`src/rtl/conv_scan_ctrl.sv`:
```
// Scan sequencer for the 3x3 conv array: loads kernel taps from the weight banks, then walks x/y/X/Y.
// Build option CONV_SCAN_STALL_EN adds a stall input that freezes the SCAN phase.
module conv_scan_ctrl #(
    parameter int KW     = 3,
    parameter int OW     = 19,
    parameter int AW     = 4,
    parameter int RD_LAT = 1
) (
    input  logic          clk,
    input  logic          xrst,
    input  logic          start,
`ifdef CONV_SCAN_STALL_EN
    input  logic          stall,
`endif
    output logic          busy,
    output logic          finish,
    output logic [AW-1:0] raddr,
    output logic          w_load,
    output logic [AW-1:0] w_tap,
    output logic [1:0]    x,
    output logic [1:0]    y,
    output logic [4:0]    X,
    output logic [4:0]    Y,
    output logic          x_adv,
    output logic          y_adv,
    output logic          x_wrap,
    output logic          scan_vld,
    output logic [1:0]    dbg_state
);

    localparam int NTAP     = KW * KW;
    localparam int LOAD_LEN = NTAP + RD_LAT;
    localparam int CW       = $clog2(LOAD_LEN + 1);

    typedef enum logic [1:0] {
        S_IDLE = 2'd0,
        S_LOAD = 2'd1,
        S_SCAN = 2'd2,
        S_DONE = 2'd3
    } state_t;

    state_t                     r_state;
    logic [CW-1:0]              r_cnt;
    logic [AW-1:0]              r_raddr;
    logic [1:0]                 r_x;
    logic [1:0]                 r_y;
    logic [4:0]                 r_X;
    logic [4:0]                 r_Y;
    logic [RD_LAT-1:0]          r_pipe_vld;
    logic [RD_LAT-1:0][AW-1:0]  r_pipe_tap;

    logic w_stall;
    logic w_step;
    logic w_issue;
    logic w_x_last;
    logic w_y_last;
    logic w_X_last;
    logic w_Y_last;

`ifdef CONV_SCAN_STALL_EN
    assign w_stall = stall;
`else
    assign w_stall = 1'b0;
`endif

    assign w_step   = (r_state == S_SCAN) && !w_stall;
    assign w_issue  = (r_state == S_LOAD) && (r_cnt < CW'(NTAP));
    assign w_x_last = (r_x == 2'(KW - 1));
    assign w_y_last = (r_y == 2'(KW - 1));
    assign w_X_last = (r_X == 5'(OW - 1));
    assign w_Y_last = (r_Y == 5'(OW - 1));

    // raddr is the tap issued this cycle; it returns to 0 once the last tap has been issued.
    always_ff @(posedge clk or negedge xrst) begin
        if (!xrst) begin
            r_state <= S_IDLE;
            r_cnt   <= '0;
            r_raddr <= '0;
            r_x     <= '0;
            r_y     <= '0;
            r_X     <= '0;
            r_Y     <= '0;
        end else begin
            case (r_state)
                S_IDLE: begin
                    if (start) begin
                        r_state <= S_LOAD;
                        r_cnt   <= '0;
                        r_raddr <= '0;
                    end
                end
                S_LOAD: begin
                    r_cnt <= r_cnt + 1'b1;
                    if (r_cnt < CW'(NTAP - 1)) begin
                        r_raddr <= r_raddr + 1'b1;
                    end else begin
                        r_raddr <= '0;
                    end
                    if (r_cnt == CW'(LOAD_LEN - 1)) begin
                        r_state <= S_SCAN;
                        r_cnt   <= '0;
                    end
                end
                S_SCAN: begin
                    if (!w_stall) begin
                        if (!w_x_last) begin
                            r_x <= r_x + 1'b1;
                        end else begin
                            r_x <= '0;
                            if (!w_y_last) begin
                                r_y <= r_y + 1'b1;
                            end else begin
                                r_y <= '0;
                                if (!w_X_last) begin
                                    r_X <= r_X + 1'b1;
                                end else begin
                                    r_X <= '0;
                                    if (!w_Y_last) begin
                                        r_Y <= r_Y + 1'b1;
                                    end else begin
                                        r_Y     <= '0;
                                        r_state <= S_DONE;
                                    end
                                end
                            end
                        end
                    end
                end
                S_DONE: begin
                    r_state <= S_IDLE;
                end
                default: begin
                    r_state <= S_IDLE;
                end
            endcase
        end
    end

    // Read-latency shift pipeline; the tap travels with its valid so w_tap matches rdata.
    always_ff @(posedge clk or negedge xrst) begin
        if (!xrst) begin
            r_pipe_vld <= '0;
            r_pipe_tap <= '0;
        end else begin
            r_pipe_vld[0] <= w_issue;
            r_pipe_tap[0] <= w_issue ? r_raddr : '0;
            for (int i = 1; i < RD_LAT; i++) begin
                r_pipe_vld[i] <= r_pipe_vld[i-1];
                r_pipe_tap[i] <= r_pipe_tap[i-1];
            end
        end
    end

    assign busy      = (r_state == S_LOAD) || (r_state == S_SCAN);
    assign finish    = (r_state == S_DONE);
    assign raddr     = r_raddr;
    assign w_load    = r_pipe_vld[RD_LAT-1];
    assign w_tap     = r_pipe_tap[RD_LAT-1];
    assign x         = r_x;
    assign y         = r_y;
    assign X         = r_X;
    assign Y         = r_Y;
    assign scan_vld  = w_step;
    assign x_adv     = w_step && !w_x_last;
    assign y_adv     = w_step && w_x_last && !w_y_last;
    assign x_wrap    = w_step && w_x_last && w_X_last;
    assign dbg_state = r_state;

endmodule
```
`config.mk`:
```
export PLATFORM = sky130hd
export DESIGN_NAME = conv_scan_ctrl
export DESIGN_NICKNAME = d
export VERILOG_FILES = /design/src/rtl/conv_scan_ctrl.sv
export SDC_FILE = /design/constraint.sdc
export NUM_CORES = 1
export LEC_CHECK = 0
export BUFFER_PORTS_ARGS = -buffer_cell sky130_fd_sc_hd__buf_2
export CORE_AREA = 5 5 60 62
export DETAILED_ROUTE_END_ITERATION = 10
export DIE_AREA = 0 0 65 67
export PLACE_DENSITY = 0.87
export RECOVER_POWER = 25
export SLEW_MARGIN = 20
export SYNTH_ARGS = -nofsm -noshare
export SYNTH_HDL_FRONTEND = slang
export SYNTH_SLANG_ARGS = --single-unit
```
`constraint.sdc`:
```
create_clock -name clk -period 3.4 [get_ports clk]
set_clock_uncertainty 0.05 [all_clocks]
set_input_delay 0.17 -clock clk [delete_from_list [all_inputs] [get_ports clk]]
set_output_delay 0.17 -clock clk [all_outputs]
set_load 0.05 [all_outputs]
```
=== Word level (Yosys, flattened, before mapping) ===
Cells that the tools add are included.

* Output and inout bits: 31
* Register bits after elaboration: 29

* Reduce and logical (&&, ||, !) cells: 15
* Equality and inequality tests: 14
* Magnitude comparators: 2
* Multiplexer cells: 17
* $add $sub $neg: 6

{| class="wikitable"
|+ Operators with widths
! operator !! count
|-
| 2-bit 2-to-1 mux || 8
|-
| 4-bit 2-to-1 mux || 4
|-
| 4-bit case mux with 2 select lines || 2
|-
| 5-bit by 1-bit adder with 5-bit output (second input constant) || 2
|-
| 5-bit == test (second input constant) || 2
|-
| 5-bit 2-to-1 mux || 2
|-
| 2-bit by 1-bit inequality test with 1-bit output (second input constant) || 5
|-
| 4-bit by 1-bit adder with 4-bit output (second input constant) || 2
|-
| 2-bit == test (second input constant) || 4
|-
| 4-bit < comparator (second input constant) || 2
|-
| 2-bit case mux with 4 select lines || 1
|-
| 6-bit AND reduction || 1
|-
| 1-bit logical AND || 5
|-
| 2-bit by 1-bit adder with 2-bit output (second input constant) || 2
|-
| 4-bit == test (second input constant) || 1
|-
| 2-bit AND reduction || 2
|-
| 4-bit AND reduction || 1
|-
| 3-bit AND reduction || 1
|-
| 2-bit by 1-bit == test with 1-bit output (second input constant) || 1
|-
| 1-bit zero test || 2
|-
| 2-bit zero test || 1
|-
| 2-bit inequality test (second input constant) || 1
|-
| 2-bit nonzero test || 1
|-
| 1-bit logical OR || 1
|}

=== Depth between registers and ports, before layout ===
Gate-level depths: netlist of the first run.

* Depth in word-level cells: 6
* Depth in mapped cells: 7
* Mapped depth without buffers: 6

=== Least setup slack after synthesis of the first run ===
OpenSTA, ideal clock, no wires.

* Path type: reg-to-reg
* Start: reg r_state[0], in the netlist dbg_state[0]
* End: reg r_state[1], in the netlist dbg_state[1]
* Setup time: 125 ps
* Path slack: 1 ps
* Data required time: 3225 ps
* Period minus slack after synthesis: 3399 ps
* Arrival time: 3224 ps
* Path buffers: 1
* Cell stages (with the launch flop): 7
* Cell sequence: dfrtp_1 > inv_1 > ha_1 > buf_2 > a21boi_0 > a2111o_1 > mux2_4

* Word-level cells in the longest chain between the ends: 3

{| class="wikitable"
|+ RTL lines
! item !! line !! text
|-
| start, declared || 42 || <nowiki>state_t r_state;</nowiki>
|-
| start signal, assigned || 76 || <nowiki>r_state <= S_IDLE;</nowiki>
|-
| start signal, assigned || 87 || <nowiki>r_state <= S_LOAD;</nowiki>
|-
| start signal, assigned || 100 || <nowiki>r_state <= S_SCAN;</nowiki>
|-
| 2-bit == test (*) || - ||
|-
| net scan_vld || 27 || <nowiki>output logic scan_vld,</nowiki>
|-
| 2-bit by 1-bit inequality test with 1-bit output (no source line) || - ||
|-
| 6-bit AND reduction (no source line) || - ||
|}

The timed path passes the listed nets; every way through them passes the cells marked *.
A chain may end at the register's enable or synchronous reset.

=== Worst setup path in the final report of the first run ===
* Start: reg r_state[0], in the netlist dbg_state[0]
* End: out y_adv

* Word-level cells in the longest chain between the ends: 3

{| class="wikitable"
|+ RTL lines
! item !! line !! text
|-
| 2-bit == test || 66 || <nowiki>assign w_step = (r_state == S_SCAN) && !w_stall;</nowiki>
|-
| 1-bit logical AND (2 in series) || 165 || <nowiki>assign y_adv = w_step && w_x_last && !w_y_last;</nowiki>
|-
| end, declared || 25 || <nowiki>output logic y_adv,</nowiki>
|}

No other way between the ends.

==> results of run 1 <==
==> state kept, by name, indices dropped and copies added, names as in the netlist <==
name	count
X	5
w_load	1
dbg_state	2
x	2
y	2
w_tap	4
raddr	4
r_cnt	4
Y	5
==> repair_timing <==
item | CTS | global route
buffers inserted | 0 | 0
hold endpoints to repair | 29 | 0
setup endpoints to repair | 0 | 0
hold buffers | 1 | 0
==> worst max-delay path, cell delays in order (launching register included) <==
cell      delay (ns)
dfrtp_1         0.42
inv_1           0.14
ha_1            0.34
nand3b_1        0.27
nor2_1          0.20
buf_2           0.28
==> per-stage QoR <==
step                area, sq um  hold slack (ns)
global route               1840            0.151
finish                     1840            0.133
detailed placement         1760            0.177
CTS                        1840            0.126
global placement           1760            0.178
floorplan                  1570           -0.176
==> cell families after synthesis <==
| family | count (synthesis) | synth area share, % |
|---|---|---|
| fa+ha+maj | 10 | 7.96 |
| xor+xnor | 2 | 1.11 |
| simple gates | 63 | 22.4 |
| mux | 4 | 2.94 |
| buf+inv | 13 | 3.18 |
| flops | 29 | 46.1 |
| compound gates | 41 | 16.3 |
==> layout make-up <==
class / instances / area [sq um] / share of cell area [%]
clock inverters: 1 / 5.00 / 0.272
inverters: 9 / 33.8 / 1.83
repair buffers: 34 / 174 / 9.44
flip-flops and latches: 29 / 726 / 39.4
clock buffers: 7 / 65.1 / 3.53
well taps: 33 / 41.3 / 2.24
multi-input cells: 120 / 797 / 43.3
==> power by group <==
part           leakage, nW  internal, mW  switching (mW)  total, mW
clock               0.0413         0.120           0.124      0.243
sequential           0.389         0.429           0.109      0.538
combinational        0.488         0.238           0.619      0.858
==> routing by layer <==
| layer | up-vias | GRT usage [%] | part of all wire, % |
|---|---|---|---|
| li1 | 667 | - | - |
| met1 | 613 | 19.3 | 44 |
| met2 | 36 | 28.6 | 48 |
| met3 | 6 | 5.73 | 5.8 |
| met4 | 0 | 9.50 | 2.2 |
| met5 | - | 0 | 0 |
==> cell usage after synthesis, drive strengths merged, types with 2 or more instances <==
cell type / n
dfrtp: 29
nand2: 15
nor2: 10
and2: 2
xnor2: 2
clkbuf: 3
a21oi: 9
o31ai: 5
and4bb: 2
o21ai: 11
nand2b: 3
ha: 10
inv: 8
mux2i: 2
nand3: 8
mux2: 2
nor3: 4
nand3b: 2
a31oi: 5
and2b: 2
o22ai: 3
and3: 6
nor2b: 2
o221ai: 3
==> worst paths after layout <==
path	endpoint	slack (ns)	depth (start not counted)
worst max-delay path	y_adv	1.20	5
worst min-delay path	raddr[0]	0.13	3
worst max register to register	Y[4]	1.27	6
worst min register to register	X[4]	0.48	1
max in group asynchronous	w_tap[3]	1.77	2
min in group asynchronous	Y[4]	0.65	2
==> metrics.md, run 1 <==
| Metric | Value |
|---|---|
| Outcome | completed |
| Top cells by area, synth | dfrtp_1, ha_1, nand2_1 |
| Post-placement cell count | approximately 220 |
| Initial detailed-routing violation count | 54 |
| Vias post-DR | 1322 |
| Tcrit/Tclk final | between 60% and 70% |
| Critical path origin | dbg_state[0] |
| DP HPWL | between 2000 and 2500 um |
| Drt total wl | 3220 um |
| Port bufs | 33 |
| Vias in the first global route | 1216 |
| Worst-Margin Slew | 1.49 ns |
| Final min period | 2.20 ns |
| Synth Register Bits | 29 |
| Die Height | 67 um |
| Most frequent cells in the layout | buf_2, dfrtp_1, nand2_1 |
| Largest net degree at the start of global routing | 30 |
| Core box area | 2980 sq um |
| Syn avg cell area | roughly 9.7 sq um |
| RSZ-0062 raised after global routing | no |
| Prevailing post-synth register cell | dfrtp_1 |
| Total power | 1.64 mW |
| First-pass DRT Iterations | 4 |
| Critical path launch point type | flip-flop |
| Final core utilization | 61.8% |
| Placer Congestion | 0.876 |
| Static leakage | 0.918 nW |
| Synth top area share | 46.1% |
| Synth warn | 0 |
| Clock root buffer | clkbuf_4 |
| Max Clock Freq | between 400 and 500 MHz |
| Synth-to-layout area growth | 17.1% |
| Fraction of registers with async set/reset | 100% |
| Arrival time worst endpoint | 1.98 ns |
| Number of synthesized flops with an enable pin | 0 |
| TritonCTS clock tree | yes |
| CP required | 3.18 ns |
| Post-DRT Antenna Nets | 0 |
| # resized after CTS | 0 |
| Die W | 65 um |
| Slew headroom | 0.701% |
| Pwr/cell area | a little under 900 nW/um^2 |
| # nets final | 212 |
| Die Area | 4360 sq um |
| Worst skew pair latency | 0.34 ns |
| Final setup TNS | 0 ns |
| Post-place setup slack | 1.28 ns |
| Total GRT Usage | 17.2% |
| Vias/cell | 5.67 |
| Distinct cells, synth | 42 |
| Initial antenna violation count | 0 |
| First-pass GRT wire length | between 5000 and 6000 um |
| Most common cell after layout, fill and taps aside | buf_2 |
| Setup ws final | approximately 1.2 ns |
| # IOs | 34 |
| Register area share after synthesis | 46.1% |
| CTS Sinks | 29 |
| WL/cell | between 10 and 15 um |
| Final Setup Violations | 0 |
| Antenna cell count | 0 |
| H-tree levels | 2 |
| Layout cells sized above 1 | 24.0% |
| # DRC | 0 |
| Max-Cap Viols | 0 |
| Synthesized area | roughly 1600 sq um |
| Worst min-delay path class | input port to flip-flop |
| Syn_nets | 175 |
| CTS clk-pin slew, worst paths | 0.09 ns |
| Starting Density | 52.8% |
| CP Capture Type | output pin |
| Max IR drop VDD | 0.394 mV |
| Hold Startpoint | start |
| Finished Layout Cells | 233 |
| Fill count | 257 |
| CP Max Fanout | 10 |
| Num rows | 20 |
| Slew Limit Fails | 0 |
| Largest area contributor in the netlist | dfrtp_1 |
| Gr ovfl total | 0 |
| Setup CP Type | flip-flop to output pin |
| Gate Count Post-Synth | 162 |
| Clock Path Buffers | 2 |
| CTS Buf Count | 5 |
| Worst R2R Start | dbg_state[0] |
| Final Hold Viols | 0 |
Note: power is estimated with default switching activity, not from simulation.
==> inputs of run 2 (changes only) <==
Settings changed: CORE_AREA 5 5 60 62 to 5 5 61 63, DIE_AREA 0 0 65 67 to 0 0 66 68, PLACE_DENSITY 0.87 to 0.85.
Clock period 3.4 ns to 2.3 ns, I/O delays scaled along.
==> metrics.md, run 2 (synthesis gave the netlist of run 1 again) <==
| Metric | Value |
|---|---|
| Outcome | completed (unchanged) |
| Largest net degree at the start of global routing | 30 (unchanged) |
| # IOs | 34 (unchanged) |
| Starting Density | 49.5% (was 52.8%) |
| Worst-Margin Slew | 1.49 ns (about the same) |
| Psw | 1.30 mW (was 0.852 mW) |
| Logic pwr share | 54.8% (was 52.3%) |
| Final Hold Viols | 0 (unchanged) |
| Switching Share | 53.1% (was 52.0%) |
| Num rows | 21 (was 20) |
| Final min period | between 2 and 2.5 ns |
| Clock share of power | 12.1% (was 14.9%) |
| Most common cell after layout, fill and taps aside | buf_2 (unchanged) |
| Die W | 66 um (was 65 um) |
| CP Max Fanout | 5 (was 10) |
| Static leakage | 0.925 nW (was 0.918 nW) |
| Total GRT Usage | 16.8% (was 17.2%) |
| H-tree levels | 2 (unchanged) |
| Clock Path Buffers | 2 (unchanged) |
| Synth-to-layout area growth | 20.7% (was 17.1%) |
| Final setup TNS | 0 ns (unchanged) |
| Worst min-delay path class | input port to flip-flop (unchanged) |
| Internal power | 1.15 mW (was 0.787 mW) |
| RSZ-0062 raised after global routing | no (unchanged) |
| Port bufs | 33 (unchanged) |
| Slowest-stage cell, CP | a2111o_1 (was dfrtp_1) |
| Vias/cell | 5.39 (was 5.67) |
| Arrival time worst endpoint | 2.19 ns (was 1.98 ns) |
| Max-Cap Viols | 0 (unchanged) |
| CP required | 2.47 ns (was 3.18 ns) |
| Tcrit/Tclk final | 87.4% |
| Critical path launch point type | flip-flop (unchanged) |
| DP HPWL | 2550 um (was 2380 um) |
| Placer Congestion | 0.857 (was 0.876) |
| Drt total wl | 3350 um (was 3220 um) |
| Max IR drop VDD | 0.793 mV (was 0.394 mV) |
| Reg power frac | 33.1% (was 32.8%) |
| Initial detailed-routing violation count | 65 (was 54) |
| # nets final | 215 (was 212) |
| Most frequent cells in the layout | buf_2, dfrtp_1, nand2_1 (unchanged) |
| CTS Sinks | 29 (unchanged) |
| Cell Chain, Critical Path | inv_1 > ha_1 > and4bb_1 > nand3_1 > a2111o_1 > mux2_4 (was inv_1 > ha_1 > nand3b_1 > nor2_1 > buf_2) |
| Post-DRT Antenna Nets | 0 (unchanged) |
| Max Clock Freq | 497 MHz |
| Final Setup Violations | 0 (unchanged) |
| Slew Limit Fails | 0 (unchanged) |
| Clock root buffer | clkbuf_4 (unchanged) |
| Vias post-DR | 1342 (was 1322) |
| Die Height | 68 um (was 67 um) |
| Gr ovfl total | 0 (unchanged) |
| Crit-path max cell delay | 0.45 ns (was 0.42 ns) |
| # resized after CTS | 0 (unchanged) |
| Die Area | 4490 sq um (was 4360 sq um) |
| Buffers and inverters on the worst path | 1 (was 2) |
| CP Capture Type | flip-flop (was output pin) |
| Worst skew pair latency | 0.33 ns (was 0.34 ns) |
| WL/cell | 13.5 um (was 13.8 um) |
| # DRC | 0 (unchanged) |
| Initial antenna violation count | 0 (unchanged) |
| Vias in the first global route | 1243 (was 1216) |
| CTS Buf Count | 5 (unchanged) |
| Fill count | 280 (was 257) |
| Post-placement cell count | 240 (was 224) |
| Setup CP Type | flip-flop to flip-flop (was flip-flop to output pin) |
| TritonCTS clock tree | yes (unchanged) |
| First-pass GRT wire length | 5740 um (was 5530 um) |
| Antenna cell count | 0 (unchanged) |
| Layout cells sized above 1 | 28.1% (was 24.0%) |
| CTS clk-pin slew, worst paths | 0.10 ns (was 0.09 ns) |
| Core box area | 3180 sq um (was 2980 sq um) |
| Top delay family on crit path | compound AO/OA/AOI/OAI gates (was simple AND/OR/NAND/NOR gates) |
| First-pass DRT Iterations | 4 (unchanged) |
| Pwr/cell area | 1290 nW/um^2 (was 890 nW/um^2) |
| Slew headroom | 0.467% (was 0.701%) |
| Finished Layout Cells | 249 (was 233) |
run 2: worst paths after layout:
path / start / to / slack (ns) / depth (start not counted)
max: Y[0] / dbg_state[1] / 0.29 / 6
min: start / raddr[0] / 0.09 / 3
max reg2reg: Y[0] / dbg_state[1] / 0.29 / 6
min reg2reg: X[4] / X[4] / 0.48 / 1
max in group asynchronous: xrst / dbg_state[0] / 0.59 / 2
min in group asynchronous: xrst / Y[2] / 0.62 / 2
run 2: metrics by stage:
| stage | power, mW | hold slack (ns) | utilization (%) | cell area, sq um | worst slack [ns] |
|---|---|---|---|---|---|
| final | 2.45 | 0.0925 | 59.7 | 1900 | 0.290 |
| after global routing | 2.63 | 0.0843 | 59.7 | 1900 | 0.175 |
| after CTS | 2.47 | 0.0696 | 59.7 | 1900 | 0.290 |
| after detailed placement | 2.17 | 0.128 | 57.8 | 1840 | 0.301 |
| after global placement | 2.13 | 0.121 | 57.8 | 1840 | 0.362 |
| after floorplan | 1.87 | -0.231 | - | 1610 | 0.120 |
run 2: worst register-to-register path: cells and delay by family, from the launching register on:
| kind | cells | cell delay, ns |
|---|---|---|
| simple gates | 2 | 0.40 |
| fa+ha+maj | 1 | 0.17 |
| buf+inv | 1 | 0.10 |
| mux | 1 | 0.30 |
| flops | 1 | 0.43 |
| compound gates | 1 | 0.45 |
run 2: what timing repair did:
action,in CTS,in global routing
hold buffers,1,0
buffers inserted,0,0
endpoints found under the setup margin,0,0
endpoints found under the hold margin,29,0
run 2: power groups by stage:
stage,clock network [mW],logic [mW],registers [mW]
after CTS,0.309,1.35,0.811
after global placement,0,1.32,0.814
after floorplan,0,0.759,1.12
after detailed placement,0,1.35,0.819
after global routing,0.340,1.45,0.839
final,0.296,1.34,0.811
run 2: per-layer routing:
metal	global-route usage [%]	vias up	wire length [um]	part of all wire [%]
met5	0	-	0	0
li1	-	667	-	-
met4	5.33	0	32	0.96
met2	27.8	30	1650	49
met1	20.8	642	1490	44
met3	5.58	3	180	5.4
run 2: final cells by class:
cell class	instances	area (sq um)	area share [%]
Multi-Input combinational cell	120	831	43.8
Sequential cell	29	728	38.4
Timing Repair Buffer	37	196	10.3
Tap cell	46	57.6	3.03
Clock buffer	6	41.3	2.18
Inverter	9	33.8	1.78
Clock inverter	2	10.0	0.527
